## config.mk

```make
export PLATFORM = sky130hd
export DESIGN_NAME = rom_port_arbiter
export DESIGN_NICKNAME = d
export VERILOG_FILES = /design/src/rtl/amy_ahb_pkg.sv /design/src/rtl/rom_arb_port_capture.sv /design/src/rtl/rom_port_arbiter.sv
export SDC_FILE = /design/constraint.sdc
export NUM_CORES = 1
export LEC_CHECK = 0
export CORE_AREA = 2 2 116 118
export DETAILED_ROUTE_END_ITERATION = 10
export DIE_AREA = 0 0 118 120
export HOLD_SLACK_MARGIN = 0.03
export PLACE_DENSITY = 0.74
export SLEW_MARGIN = 10
export SYNTH_ARGS = -nofsm -noshare
export SYNTH_HDL_FRONTEND = slang
export SYNTH_SLANG_ARGS = --single-unit
```

## constraint.sdc

```tcl
create_clock -name clk -period 2.6 [get_ports clk]
set_clock_uncertainty 0.1 [all_clocks]
set_input_delay 0.78 -clock clk [delete_from_list [all_inputs] [get_ports clk]]
set_output_delay 0.78 -clock clk [all_outputs]
set_load 0.02 [all_outputs]
```

## src/rtl/amy_ahb_pkg.sv

```systemverilog
// Shared AHB-lite constants, arbiter state encoding and byte-lane helper
// for the program ROM port arbiter.
package amy_ahb_pkg;

    localparam logic [1:0] HTRANS_IDLE   = 2'b00;
    localparam logic [1:0] HTRANS_BUSY   = 2'b01;
    localparam logic [1:0] HTRANS_NONSEQ = 2'b10;
    localparam logic [1:0] HTRANS_SEQ    = 2'b11;

    localparam logic [2:0] HSIZE_BYTE = 3'd0;
    localparam logic [2:0] HSIZE_HALF = 3'd1;
    localparam logic [2:0] HSIZE_WORD = 3'd2;

    typedef enum logic [2:0] {IDLE, ISSUE, RESP, ERR1, ERR2} arb_state_t;

    // Attributes of one captured address phase (address is kept separately
    // because its width depends on the ROM size).
    typedef struct packed {
        logic       valid;
        logic       err;
        logic       write;
        logic [2:0] size;
    } req_attr_t;

    // Byte enables for a transfer of the given size at the given byte offset.
    function automatic logic [3:0] be_decode(input logic [2:0] size, input logic [1:0] offset);
        case (size)
            HSIZE_BYTE: be_decode = 4'b0001 << offset;
            HSIZE_HALF: be_decode = 4'b0011 << offset;
            default:    be_decode = 4'b1111;
        endcase
    endfunction

endpackage

```

## src/rtl/rom_arb_port_capture.sv

```systemverilog
// One AHB-lite slave port of the ROM arbiter: captures an address phase,
// decodes it for errors, holds it pending and drives hready_out/hresp.
module rom_arb_port_capture
    import amy_ahb_pkg::*;
#(
    parameter int MEM_AW = 12,
    parameter bit WR_EN  = 1'b1
) (
    input  logic              clk,
    input  logic              rst_n,
    input  logic              hsel,
    input  logic [31:0]       haddr,
    input  logic [1:0]        htrans,
    input  logic              hwrite,
    input  logic [2:0]        hsize,
    input  logic              hready_in,
    input  logic              done,        // this port's RESP or ERR2 cycle
    input  logic              err_active,  // this port's ERR1 or ERR2 cycle
    output logic              hready_out,
    output logic              hresp,
    output logic              pend_write,
    output req_attr_t         nxt,         // pending attributes after this edge
    output logic [MEM_AW+1:0] nxt_addr     // pending byte address after this edge
);

    req_attr_t         pend;
    logic [MEM_AW+1:0] pend_addr;
    logic              capture;
    logic              addr_err;
    logic              size_err;
    logic              align_err;
    logic              write_err;

    // The port stalls while it owns a pending request, except in the cycle
    // its response completes, where the next address phase may be taken.
    assign hready_out = !pend.valid || done;
    assign hresp      = err_active;
    assign pend_write = pend.write;

    assign capture   = hsel && (htrans == HTRANS_NONSEQ || htrans == HTRANS_SEQ)
                       && hready_in && hready_out;
    assign addr_err  = (haddr >> (MEM_AW + 2)) != 32'd0;
    assign size_err  = hsize > HSIZE_WORD;
    assign align_err = (hsize == HSIZE_HALF && haddr[0])
                       || (hsize == HSIZE_WORD && haddr[1:0] != 2'b00);
    assign write_err = hwrite && !WR_EN;

    // Next pending request: cleared on completion, replaced on capture.
    always_comb begin
        // NOTE: defaults first so every path assigns nxt/nxt_addr; a missing
        // assignment in always_comb would otherwise infer a latch.
        nxt      = pend;
        nxt_addr = pend_addr;
        if (done) begin
            nxt.valid = 1'b0;
        end
        if (capture) begin
            nxt.valid = 1'b1;
            nxt.err   = addr_err || size_err || align_err || write_err;
            nxt.write = hwrite;
            nxt.size  = hsize;
            nxt_addr  = haddr[MEM_AW+1:0];
        end
    end

    // Pending request registers.
    always_ff @(posedge clk) begin
        // NOTE: non-blocking assignments so every flop samples pre-edge values.
        if (!rst_n) begin
            pend      <= '0;
            pend_addr <= '0;
        end else begin
            pend      <= nxt;
            pend_addr <= nxt_addr;
        end
    end

endmodule

```

## src/rtl/rom_port_arbiter.sv

```systemverilog
// Shares the single-port program ROM between the CPU (M0) and the EMU debug
// port (M1). One memory access at a time, round-robin on simultaneous requests.
module rom_port_arbiter
    import amy_ahb_pkg::*;
#(
    parameter int MEM_AW    = 12,
    parameter int DW        = 32,
    parameter bit CPU_WR_EN = 1'b0
) (
    input  logic              clk,
    input  logic              rst_n,
    input  logic              m0_hsel,
    input  logic [31:0]       m0_haddr,
    input  logic [1:0]        m0_htrans,
    input  logic              m0_hwrite,
    input  logic [2:0]        m0_hsize,
    input  logic [DW-1:0]     m0_hwdata,
    input  logic              m0_hready_in,
    output logic              m0_hready_out,
    output logic              m0_hresp,
    output logic [DW-1:0]     m0_hrdata,
    input  logic              m1_hsel,
    input  logic [31:0]       m1_haddr,
    input  logic [1:0]        m1_htrans,
    input  logic              m1_hwrite,
    input  logic [2:0]        m1_hsize,
    input  logic [DW-1:0]     m1_hwdata,
    input  logic              m1_hready_in,
    output logic              m1_hready_out,
    output logic              m1_hresp,
    output logic [DW-1:0]     m1_hrdata,
    output logic              mem_cs,
    output logic              mem_we,
    output logic [MEM_AW-1:0] mem_addr,
    output logic [3:0]        mem_be,
    output logic [DW-1:0]     mem_wdata,
    input  logic [DW-1:0]     mem_rdata
);

    arb_state_t        state;
    logic              grant;       // 0 = M0, 1 = M1
    logic              last_grant;  // winner of the most recent tie
    req_attr_t         nxt0, nxt1, sel;
    logic [MEM_AW+1:0] nxt0_addr, nxt1_addr, sel_addr;
    logic              pend0_write, pend1_write;
    logic              tie, pick;
    logic              resp_phase, err_phase;

    assign resp_phase = (state == RESP) || (state == ERR2);
    assign err_phase  = (state == ERR1) || (state == ERR2);

    rom_arb_port_capture #(.MEM_AW(MEM_AW), .WR_EN(CPU_WR_EN)) u_port0 (
        .clk(clk), .rst_n(rst_n),
        .hsel(m0_hsel), .haddr(m0_haddr), .htrans(m0_htrans), .hwrite(m0_hwrite),
        .hsize(m0_hsize), .hready_in(m0_hready_in),
        .done(resp_phase && !grant), .err_active(err_phase && !grant),
        .hready_out(m0_hready_out), .hresp(m0_hresp), .pend_write(pend0_write),
        .nxt(nxt0), .nxt_addr(nxt0_addr)
    );

    rom_arb_port_capture #(.MEM_AW(MEM_AW), .WR_EN(1'b1)) u_port1 (
        .clk(clk), .rst_n(rst_n),
        .hsel(m1_hsel), .haddr(m1_haddr), .htrans(m1_htrans), .hwrite(m1_hwrite),
        .hsize(m1_hsize), .hready_in(m1_hready_in),
        .done(resp_phase && grant), .err_active(err_phase && grant),
        .hready_out(m1_hready_out), .hresp(m1_hresp), .pend_write(pend1_write),
        .nxt(nxt1), .nxt_addr(nxt1_addr)
    );

    // Pick the next requester. The tie pointer only moves on real ties, so the
    // loser of a tie is guaranteed to win the next one.
    always_comb begin
        tie      = nxt0.valid && nxt1.valid;
        pick     = tie ? !last_grant : nxt1.valid;
        sel      = pick ? nxt1 : nxt0;
        sel_addr = pick ? nxt1_addr : nxt0_addr;
    end

    // Arbiter FSM with registered memory command outputs. Decisions use the
    // next-cycle pending view so a fresh capture reaches the ROM one cycle later.
    always_ff @(posedge clk) begin
        if (!rst_n) begin
            state      <= IDLE;
            grant      <= 1'b0;
            last_grant <= 1'b1;
            mem_cs     <= 1'b0;
            mem_we     <= 1'b0;
            mem_addr   <= '0;
            mem_be     <= '0;
        end else begin
            mem_cs   <= 1'b0;
            mem_we   <= 1'b0;
            mem_addr <= '0;
            mem_be   <= '0;
            case (state)
                IDLE, RESP, ERR2: begin
                    if (nxt0.valid || nxt1.valid) begin
                        grant <= pick;
                        if (tie) begin
                            last_grant <= pick;
                        end
                        if (sel.err) begin
                            state <= ERR1;
                        end else begin
                            state    <= ISSUE;
                            mem_cs   <= 1'b1;
                            mem_we   <= sel.write;
                            mem_addr <= sel_addr[MEM_AW+1:2];
                            mem_be   <= be_decode(sel.size, sel_addr[1:0]);
                        end
                    end else begin
                        state <= IDLE;
                    end
                end
                ISSUE:   state <= RESP;
                ERR1:    state <= ERR2;
                default: state <= IDLE;
            endcase
        end
    end

    // Write data belongs to the data phase, which the stalled master holds
    // stable, so it is steered straight from the granted port.
    assign mem_wdata = (state == ISSUE && mem_we) ? (grant ? m1_hwdata : m0_hwdata) : '0;

    // Read data is only presented to the granted port in its RESP cycle.
    assign m0_hrdata = (state == RESP && !grant && !pend0_write) ? mem_rdata : '0;
    assign m1_hrdata = (state == RESP &&  grant && !pend1_write) ? mem_rdata : '0;

endmodule
```

==> flow_summary.json, run 1 <==
{
  "start_util": 0.277,
  "first_iter_violations": 236,
  "gp_congestion": 0.871,
  "syn2layout_area_growth_pct": 106,
  "synth.distinct_cells": 48,
  "route.met3.wl_um": 1450,
  "top_layer_used": "met4",
  "dp_hpwl_um": 12500,
  "drv_cap": 0,
  "tightest_slew_ps": 397,
  "yosys_warnings": 0,
  "first_global_vias": 4484,
  "async_reset_ff_frac": 0,
  "viasPerCell": 4.74,
  "drive_gt1_frac": 0.271,
  "cts_inserted_buffers": 9,
  "hp-class": "flop to flop",
  "ys_top_cells_by_area": "dfxtp_1, mux2i_1, and2_1",
  "detail-route-antenna-nets": 0,
  "synth_cells": 444,
  "critPathMaxFanout": 16,
  "die_h_um": 120,
  "drtPass1Iterations": 4,
  "rsz0062_at_grt": "yes",
  "end_kind": "primary output",
  "cp_slowest_cell": "dfxtp_1",
  "clock_path_buffers": 2,
  "final_hold_viol_count": 0,
  "leakage_nw": 3.53,
  "syn_avg_cell_area_sq_um": 8.10,
  "num_rows": 42,
  "grt_antenna_before_repair": 0,
  "die_w_um": 118,
  "synth_seq_area_share": 0.351,
  "multi_input_area_sq_um": 2390,
  "total_power_mw": 3.13,
  "crit_chain": "nor2_2, nand2_2, nor3_4, buf_4, clkbuf_16, and2_1, buf_2",
  "arrival_ps": 1730,
  "htree_levels": 3,
  "violations": "negative setup slack",
  "setup_viol": 7,
  "clock_latency_ps": 320,
  "slowest_delay_ps": 350,
  "dp_worst_setup_slack_ps": -397,
  "grt_max_degree": 37,
  "synth-edff-count": 0,
  "coreArea_sq_um": 13000,
  "final_common_cell": "clkdlybuf4s50_1",
  "track_usage": 0.209,
  "startpoint_type": "flop",
  "vias": 4555,
  "grt-ovfl-total": 0,
  "fill_cells": 1196,
  "seqCellArea_sq_um": 1260,
  "drv_slew": 0,
  "cts_root_buf": "clkbuf_16",
  "clk_pin_slew_ps": 50,
  "yosysTopAreaCell": "dfxtp_1",
  "syn_area_sq_um": 3600,
  "status": "finished with violations",
  "post_drt_wl_per_cell_um": 17.7,
  "wl_um": 17000,
  "nets": 959,
  "path_class": "flop to primary output",
  "cts_tree": "built",
  "ys_ff_latch": 63,
  "relSlewSlack": 0.734,
  "fmax_ghz": 0.383,
  "synth_fp_nets": 622,
  "met2WireLength_um": 8340,
  "finalCriticalPeriod_ps": 2610,
  "setup_ws_ps": -10.3,
  "layout_common_cells": "clkdlybuf4s50_1, buf_2, and2_1",
  "ios": 296,
  "synth_top_area_share": 0.351,
  "antennaDiodeCount": 0,
  "grt_pass1_wl_um": 23400,
  "die_area_sq_um": 14200,
  "port_buffers": 293,
  "finalCritPeriodShare": 1.00,
  "wl_met1_um": 6990,
  "clock_sinks": 63,
  "ys.flop_type": "dfxtp_1",
  "p_per_area_nw_per_um2": 422,
  "critPathRequiredTime_ps": 1720,
  "drc": 0,
  "peakVddDrop_mv": 0.413
}
-- synth_stat cells (2+ instances only) --
cell type,instances
nand2_1,45
clkbuf_1,17
o21ai_0,7
nor2b_1,2
and3_1,16
nand3_1,7
nor2_1,66
buf_1,4
buf_6,2
mux2i_1,61
o22ai_1,6
a21oi_1,13
nor3_1,5
o21a_1,5
o211ai_1,2
nor3b_1,2
nand2b_1,2
and2_1,72
a211oi_1,2
buf_2,5
dfxtp_1,63
inv_2,3
nor4_1,12
-- where the power goes --
group | leakage [nW] | switching (mW) | internal [mW]
registers | 0.513 | 0.0209 | 1.01
logic | 2.87 | 0.396 | 0.524
clock network | 0.145 | 0.389 | 0.786
-- metrics by stage --
| stage | utilization | TNS (ps) | cell area, sq um | std cells | hold WS (ps) |
|---|---|---|---|---|---|
| finish | 0.570 | -33.4 | 7400 | 961 | 366 |
| global route | 0.570 | -2980 | 7400 | 961 | 385 |
| CTS | 0.574 | -0.702 | 7450 | 945 | 355 |
| detailed placement | 0.542 | -34250 | 7040 | 928 | 349 |
| global placement | 0.542 | -32660 | 7040 | 928 | 343 |
| floorplan | - | -39.7 | 3600 | 444 | 336 |
-- registers in the layout, indices dropped and copies added, names as in the netlist --
name and count:
mem_be 4, u_port0.pend_addr 14, state 3, u_port1.pend 5
u_port0.pend_write 1, mem_we 1, u_port1.pend_addr 14, mem_cs 1
u_port0.pend 5, mem_addr 12, u_port1.pend_write 1, last_grant 1
grant 1
-- cells by family (layout without fill, tap and decap cells) --
group	count (synthesis)	in the layout	share of synthesized area
AO/OA/AOI/OAI	51	51	0.106
buffers and inverters	32	373	0.0393
XOR/XNOR	2	2	0.00487
multiplexers	61	61	0.170
flip-flops	63	63	0.351
AND/OR/NAND/NOR	235	235	0.329
-- cell type report --
type | instances | area share
clock buffers | 12 | 0.0346
clock inverters | 3 | 0.00575
inverters | 4 | 0.00237
multi-input cells | 349 | 0.322
flip-flops and latches | 63 | 0.171
well taps | 176 | 0.0297
repair buffers | 354 | 0.434
-- worst max-delay path: cells and delay by family (launching register included) --
| family | cells | cell delay [ps] |
|---|---|---|
| buf+inv | 3 | 470 |
| flops | 1 | 350 |
| simple gates | 4 | 580 |
-- metal layers --
layer,up-vias,global-route usage
li1,2191,-
met1,2141,0.244
met2,203,0.363
met3,20,0.0689
met4,0,0.0655
met5,-,0
-- path summary, 6_finish.rpt --
path / end / slack (ps) / from / cells after the start
min reg2reg: u_port0.pend[2] / 370 / u_port0.pend[2] / 2
max reg2reg: mem_addr[10] / 70 / state[2] / 12
max: m0_hrdata[22] / -10 / state[2] / 7
min: u_port0.pend[2] / 370 / u_port0.pend[2] / 2
-- what timing repair did --
action | in CTS | in global routing
setup buffers | 1 | 10
cloned | 1 | 6
pin swaps | 3 | 21
endpoints found under the setup margin | 116 | 107
resized for setup | 270 | 178
hold buffers | 0 | 0
(Power assumes the default switching activity.)
==> run 2, diff against run 1 <==
--- a/config.mk
+++ b/config.mk
@@ -9,7 +9,7 @@
 export DETAILED_ROUTE_END_ITERATION = 10
 export DIE_AREA = 0 0 118 120
 export HOLD_SLACK_MARGIN = 0.03
-export PLACE_DENSITY = 0.74
+export PLACE_DENSITY = 0.75
 export SLEW_MARGIN = 10
 export SYNTH_ARGS = -nofsm -noshare
 export SYNTH_HDL_FRONTEND = slang
==> flow_summary.json, run 2 (synthesis results as in run 1) <==
{
  "first_iter_violations": 199,
  "fin_util": 0.570,
  "drtPass1Iterations": 4,
  "ios": 296,
  "leakage_nw": 3.24,
  "coreArea_sq_um": 13000,
  "status": "complete, no violations",
  "critPathRequiredTime_ps": 1720,
  "tightest_slew_ps": 419,
  "die_h_um": 120,
  "wl_um": 16400,
  "arrival_ps": 1710,
  "grt-ovfl-total": 0,
  "num_rows": 42,
  "grt_max_degree": 37,
  "gp_congestion": 0.835,
  "p_per_area_nw_per_um2": 434,
  "final_common_cell": "clkdlybuf4s50_1",
  "clk_pin_slew_ps": 50,
  "drive_gt1_frac": 0.266,
  "htree_levels": 3,
  "critPathMaxFanout": 6,
  "viasPerCell": 4.67,
  "antennaDiodeCount": 0,
  "path_class": "flop to primary output",
  "end_kind": "primary output",
  "grt_antenna_before_repair": 0,
  "setup_viol": 0,
  "clock_path_buffers": 2,
  "grt_pass1_wl_um": 24000,
  "layout_common_cells": "clkdlybuf4s50_1, and2_1, nor2_1",
  "clock_sinks": 63,
  "drc": 0,
  "clock_latency_ps": 320,
  "cts_tree": "built",
  "drv_slew": 0,
  "worst_hold_slack_ps": 365,
  "nets": 952,
  "startpoint_type": "flop",
  "fmax_ghz": 0.386,
  "detail-route-antenna-nets": 0,
  "drv_cap": 0,
  "track_usage": 0.214,
  "finalCriticalPeriod_ps": 2590,
  "syn2layout_area_growth_pct": 106,
  "rsz0062_at_grt": "yes",
  "die_w_um": 118,
  "port_buffers": 293,
  "top_regs": "u_port0.pend_addr (14), u_port1.pend_addr (14), mem_addr (12)",
  "first_global_vias": 4550,
  "finalCritPeriodShare": 0.997,
  "cts_root_buf": "clkbuf_16",
  "tns_ps": 0,
  "hp-class": "flop to flop",
  "relSlewSlack": 0.721,
  "die_area_sq_um": 14200,
  "start_util": 0.277,
  "peakVddDrop_mv": 0.508,
  "final_hold_viol_count": 0,
  "cts_inserted_buffers": 9,
  "vias": 4459,
  "post_drt_wl_per_cell_um": 17.1,
  "dp_hpwl_um": 12800
}
-- run 2: cell types whose count changed in the layout (fill, tap and decap cells not counted), sizes merged --
cell	change
buf	-61
clkdlybuf4s15	+34
clkbuf	+21
dlymetal6s2s	-16
clkdlybuf4s50	+13
dlygate4sd2	+2
bufbuf	-1
bufinv	+1
clkinvlp	+1
-- run 2: critical path, stage by stage, from the launching register on --
cell and delay [ps]:
dfxtp_2 330, buf_4 150, xnor2_2 140, buf_4 160
o31a_4 310, inv_2 60, buf_4 110, buf_6 120
-- run 2: area by class of cell --
type                       count  area (sq um)
sequential                    63          1270
timing repair buffer         347          3200
clock inverter                 5          80.1
multi-input combinational    349          2370
clock buffer                  11           253
inverter                       4          15.0
tap                          176           220
fill                        1163          5580
-- run 2: final timing paths --
path / startpoint / endpoint / slack [ps] / cells after the start
worst max register to register: state[2] / mem_be[2] / 150 / 9
worst min-delay path: u_port1.pend[1] / u_port1.pend[1] / 370 / 2
worst min register to register: u_port1.pend[1] / u_port1.pend[1] / 370 / 2
worst max-delay path: state[2] / m0_hready_out / 8 / 7
-- run 2: metal layers --
metal | vias up | wire, um | track usage
met2 | 184 | 8230 | 0.380
li1 | 2173 | - | -
met4 | 0 | 267 | 0.0610
met3 | 22 | 1080 | 0.0589
met1 | 2080 | 6800 | 0.251
met5 | - | 0 | 0
-- run 2: report_power, final --
| part | internal [mW] | leakage (nW) | switching (mW) |
|---|---|---|---|
| combinational | 0.507 | 2.57 | 0.378 |
| sequential | 1.01 | 0.513 | 0.0224 |
| clock | 0.888 | 0.158 | 0.410 |
-- run 2: what timing repair did --
item,4_1_cts,5_1_grt
setup buffers,3,1
gates resized for setup,271,88
pin swaps,3,2
endpoints found under the setup margin,118,106
hold buffers,0,0
gates cloned,0,2
-- run 2: stage by stage --
| step | instance area, sq um | power, mW | worst slack (ps) | cells |
|---|---|---|---|---|
| after detailed placement | 7060 | 1.89 | -756 | 933 |
| after global routing | 7400 | 3.34 | -44.5 | 955 |
| after global placement | 7060 | 1.88 | -720 | 933 |
| final | 7400 | 3.21 | 8.19 | 955 |
| after floorplan | 3600 | 1.38 | -39.7 | 444 |
| after CTS | 7500 | 3.21 | -91.1 | 952 |
==> run 3, diff against run 2 <==
--- a/config.mk
+++ b/config.mk
@@ -10,6 +10,7 @@
 export DIE_AREA = 0 0 118 120
 export HOLD_SLACK_MARGIN = 0.03
 export PLACE_DENSITY = 0.75
+export SKIP_LAST_GASP = 1
 export SLEW_MARGIN = 10
 export SYNTH_ARGS = -nofsm -noshare
 export SYNTH_HDL_FRONTEND = slang
==> flow_summary.json, run 3 (synthesis results as in run 1) <==
{
  "status": "finished with violations",
  "violations": "negative setup slack",
  "arrival_ps": 1760,
  "port_buffers": 293,
  "start_util": 0.277,
  "rsz0062_at_grt": "yes",
  "first_iter_violations": 222,
  "viasPerCell": 4.70,
  "dp_worst_setup_slack_ps": -756,
  "post-place-cells": 933,
  "drtPass1Iterations": 6,
  "end_kind": "primary output",
  "track_usage": 0.214,
  "final_hold_viol_count": 0,
  "vias": 4509,
  "grt_pass1_wl_um": 24000,
  "die_w_um": 118,
  "leakage_nw": 3.31,
  "dpl_cell_area_sq_um": 7060,
  "hp-class": "flop to flop",
  "nets": 957,
  "setup_ws_ps": -36.5,
  "wl_um": 16600,
  "startpoint_type": "flop",
  "worst_hold_slack_ps": 365,
  "final_common_cell": "clkdlybuf4s50_1",
  "antennaDiodeCount": 0,
  "tns_ps": -48.7,
  "path_depth": 7,
  "die_h_um": 120,
  "path_class": "flop to primary output",
  "first_global_vias": 4550,
  "htree_levels": 3,
  "design_area_sq_um": 7260,
  "detail-route-antenna-nets": 0,
  "die_area_sq_um": 14200,
  "finalCritPeriodShare": 1.01,
  "critical-path-top-delay-family": "buffers and inverters",
  "gp_congestion": 0.835,
  "p_per_area_nw_per_um2": 443,
  "fmax_ghz": 0.379,
  "grt-ovfl-total": 0,
  "coreArea_sq_um": 13000,
  "clock_path_buffers": 2,
  "path_buf_inv": 5,
  "drive_gt1_frac": 0.263,
  "drc": 0,
  "critPathMaxFanout": 5,
  "layout_common_cells": "clkdlybuf4s50_1, and2_1, nor2_1",
  "ios": 296,
  "whs_path_depth": 2,
  "peakVddDrop_mv": 0.508,
  "drv_slew": 0,
  "cts_inserted_buffers": 9,
  "setup_viol": 2,
  "num_rows": 42,
  "post_drt_wl_per_cell_um": 17.2,
  "syn2layout_area_growth_pct": 102,
  "ctsHoldBuffers": 0,
  "top_regs": "u_port0.pend_addr (14), u_port1.pend_addr (14), mem_addr (12)",
  "drv_cap": 0,
  "critPathRequiredTime_ps": 1720,
  "final_cells": 960,
  "slowest_delay_ps": 360,
  "cts_root_buf": "clkbuf_16",
  "grt_max_degree": 37,
  "tightest_slew_ps": 420,
  "ff2ff_path_depth": 9,
  "clock_sinks": 63,
  "fin_util": 0.560,
  "grt_antenna_before_repair": 0,
  "dp_hpwl_um": 12800,
  "crit_chain": "buf_6, xnor2_2, buf_4, o31a_4, inv_2, buf_4, buf_6",
  "finalCriticalPeriod_ps": 2640,
  "total_power_mw": 3.22,
  "relSlewSlack": 0.720,
  "cp_slowest_cell": "dfxtp_4",
  "cts_tree": "built",
  "clk_pin_slew_ps": 50,
  "clock_latency_ps": 320
}
## run 3: cell count changes in the layout (fill, tap and decap cells not counted), moves of 2 or more
cell             previous run  this run
clkdlybuf4s15_2            34         4
nor2_1                     63        65
clkbuf_2                   39        41
nor4_1                      7        10
clkdlybuf4s50_1           186       188
clkbuf_16                  11        13
buf_2                      22        49
buf_4                      45        48
nor4_2                      4         2
dlymetal6s2s_1              4         2
## run 3: power breakdown
group | internal [mW] | switching, mW | leakage (nW) | total [mW]
clock network | 0.888 | 0.409 | 0.158 | 1.30
logic | 0.511 | 0.382 | 2.63 | 0.893
registers | 1.01 | 0.0217 | 0.514 | 1.03
## run 3: final timing paths
kind | start | end | slack [ps]
setup / recovery | state[1] | m0_hready_out | -40
hold reg to reg | u_port1.pend[1] | u_port1.pend[1] | 370
setup reg to reg | state[1] | mem_be[2] | 130
hold / removal | u_port1.pend[1] | u_port1.pend[1] | 370
## run 3: worst min-delay path: stages (launching register included)
cell and delay, ps:
dfxtp_1 310, nand2_1 50, a21oi_1 50
## run 3: layout make-up
type,instances,area (sq um)
inverter,4,15.0
clock buffer,11,253
multi-input combinational,349,2330
timing repair buffer,352,3090
fill,1206,5720
clock inverter,5,80.1
tap,176,220
sequential,63,1270
## run 3: what timing repair did
item / 4_1_cts / 5_1_grt
pin swaps: 3 / 3
buffers inserted: 3 / 4
cloned: 0 / 4
setup endpoints to repair: 118 / 106
resized for setup: 264 / 115
## run 3: layer usage
layer | track usage | up-vias | part of all wire
li1 | - | 2185 | -
met1 | 0.251 | 2116 | 0.41
met2 | 0.379 | 196 | 0.50
met3 | 0.0594 | 12 | 0.074
met4 | 0.0610 | 0 | 0.012
met5 | 0 | - | 0
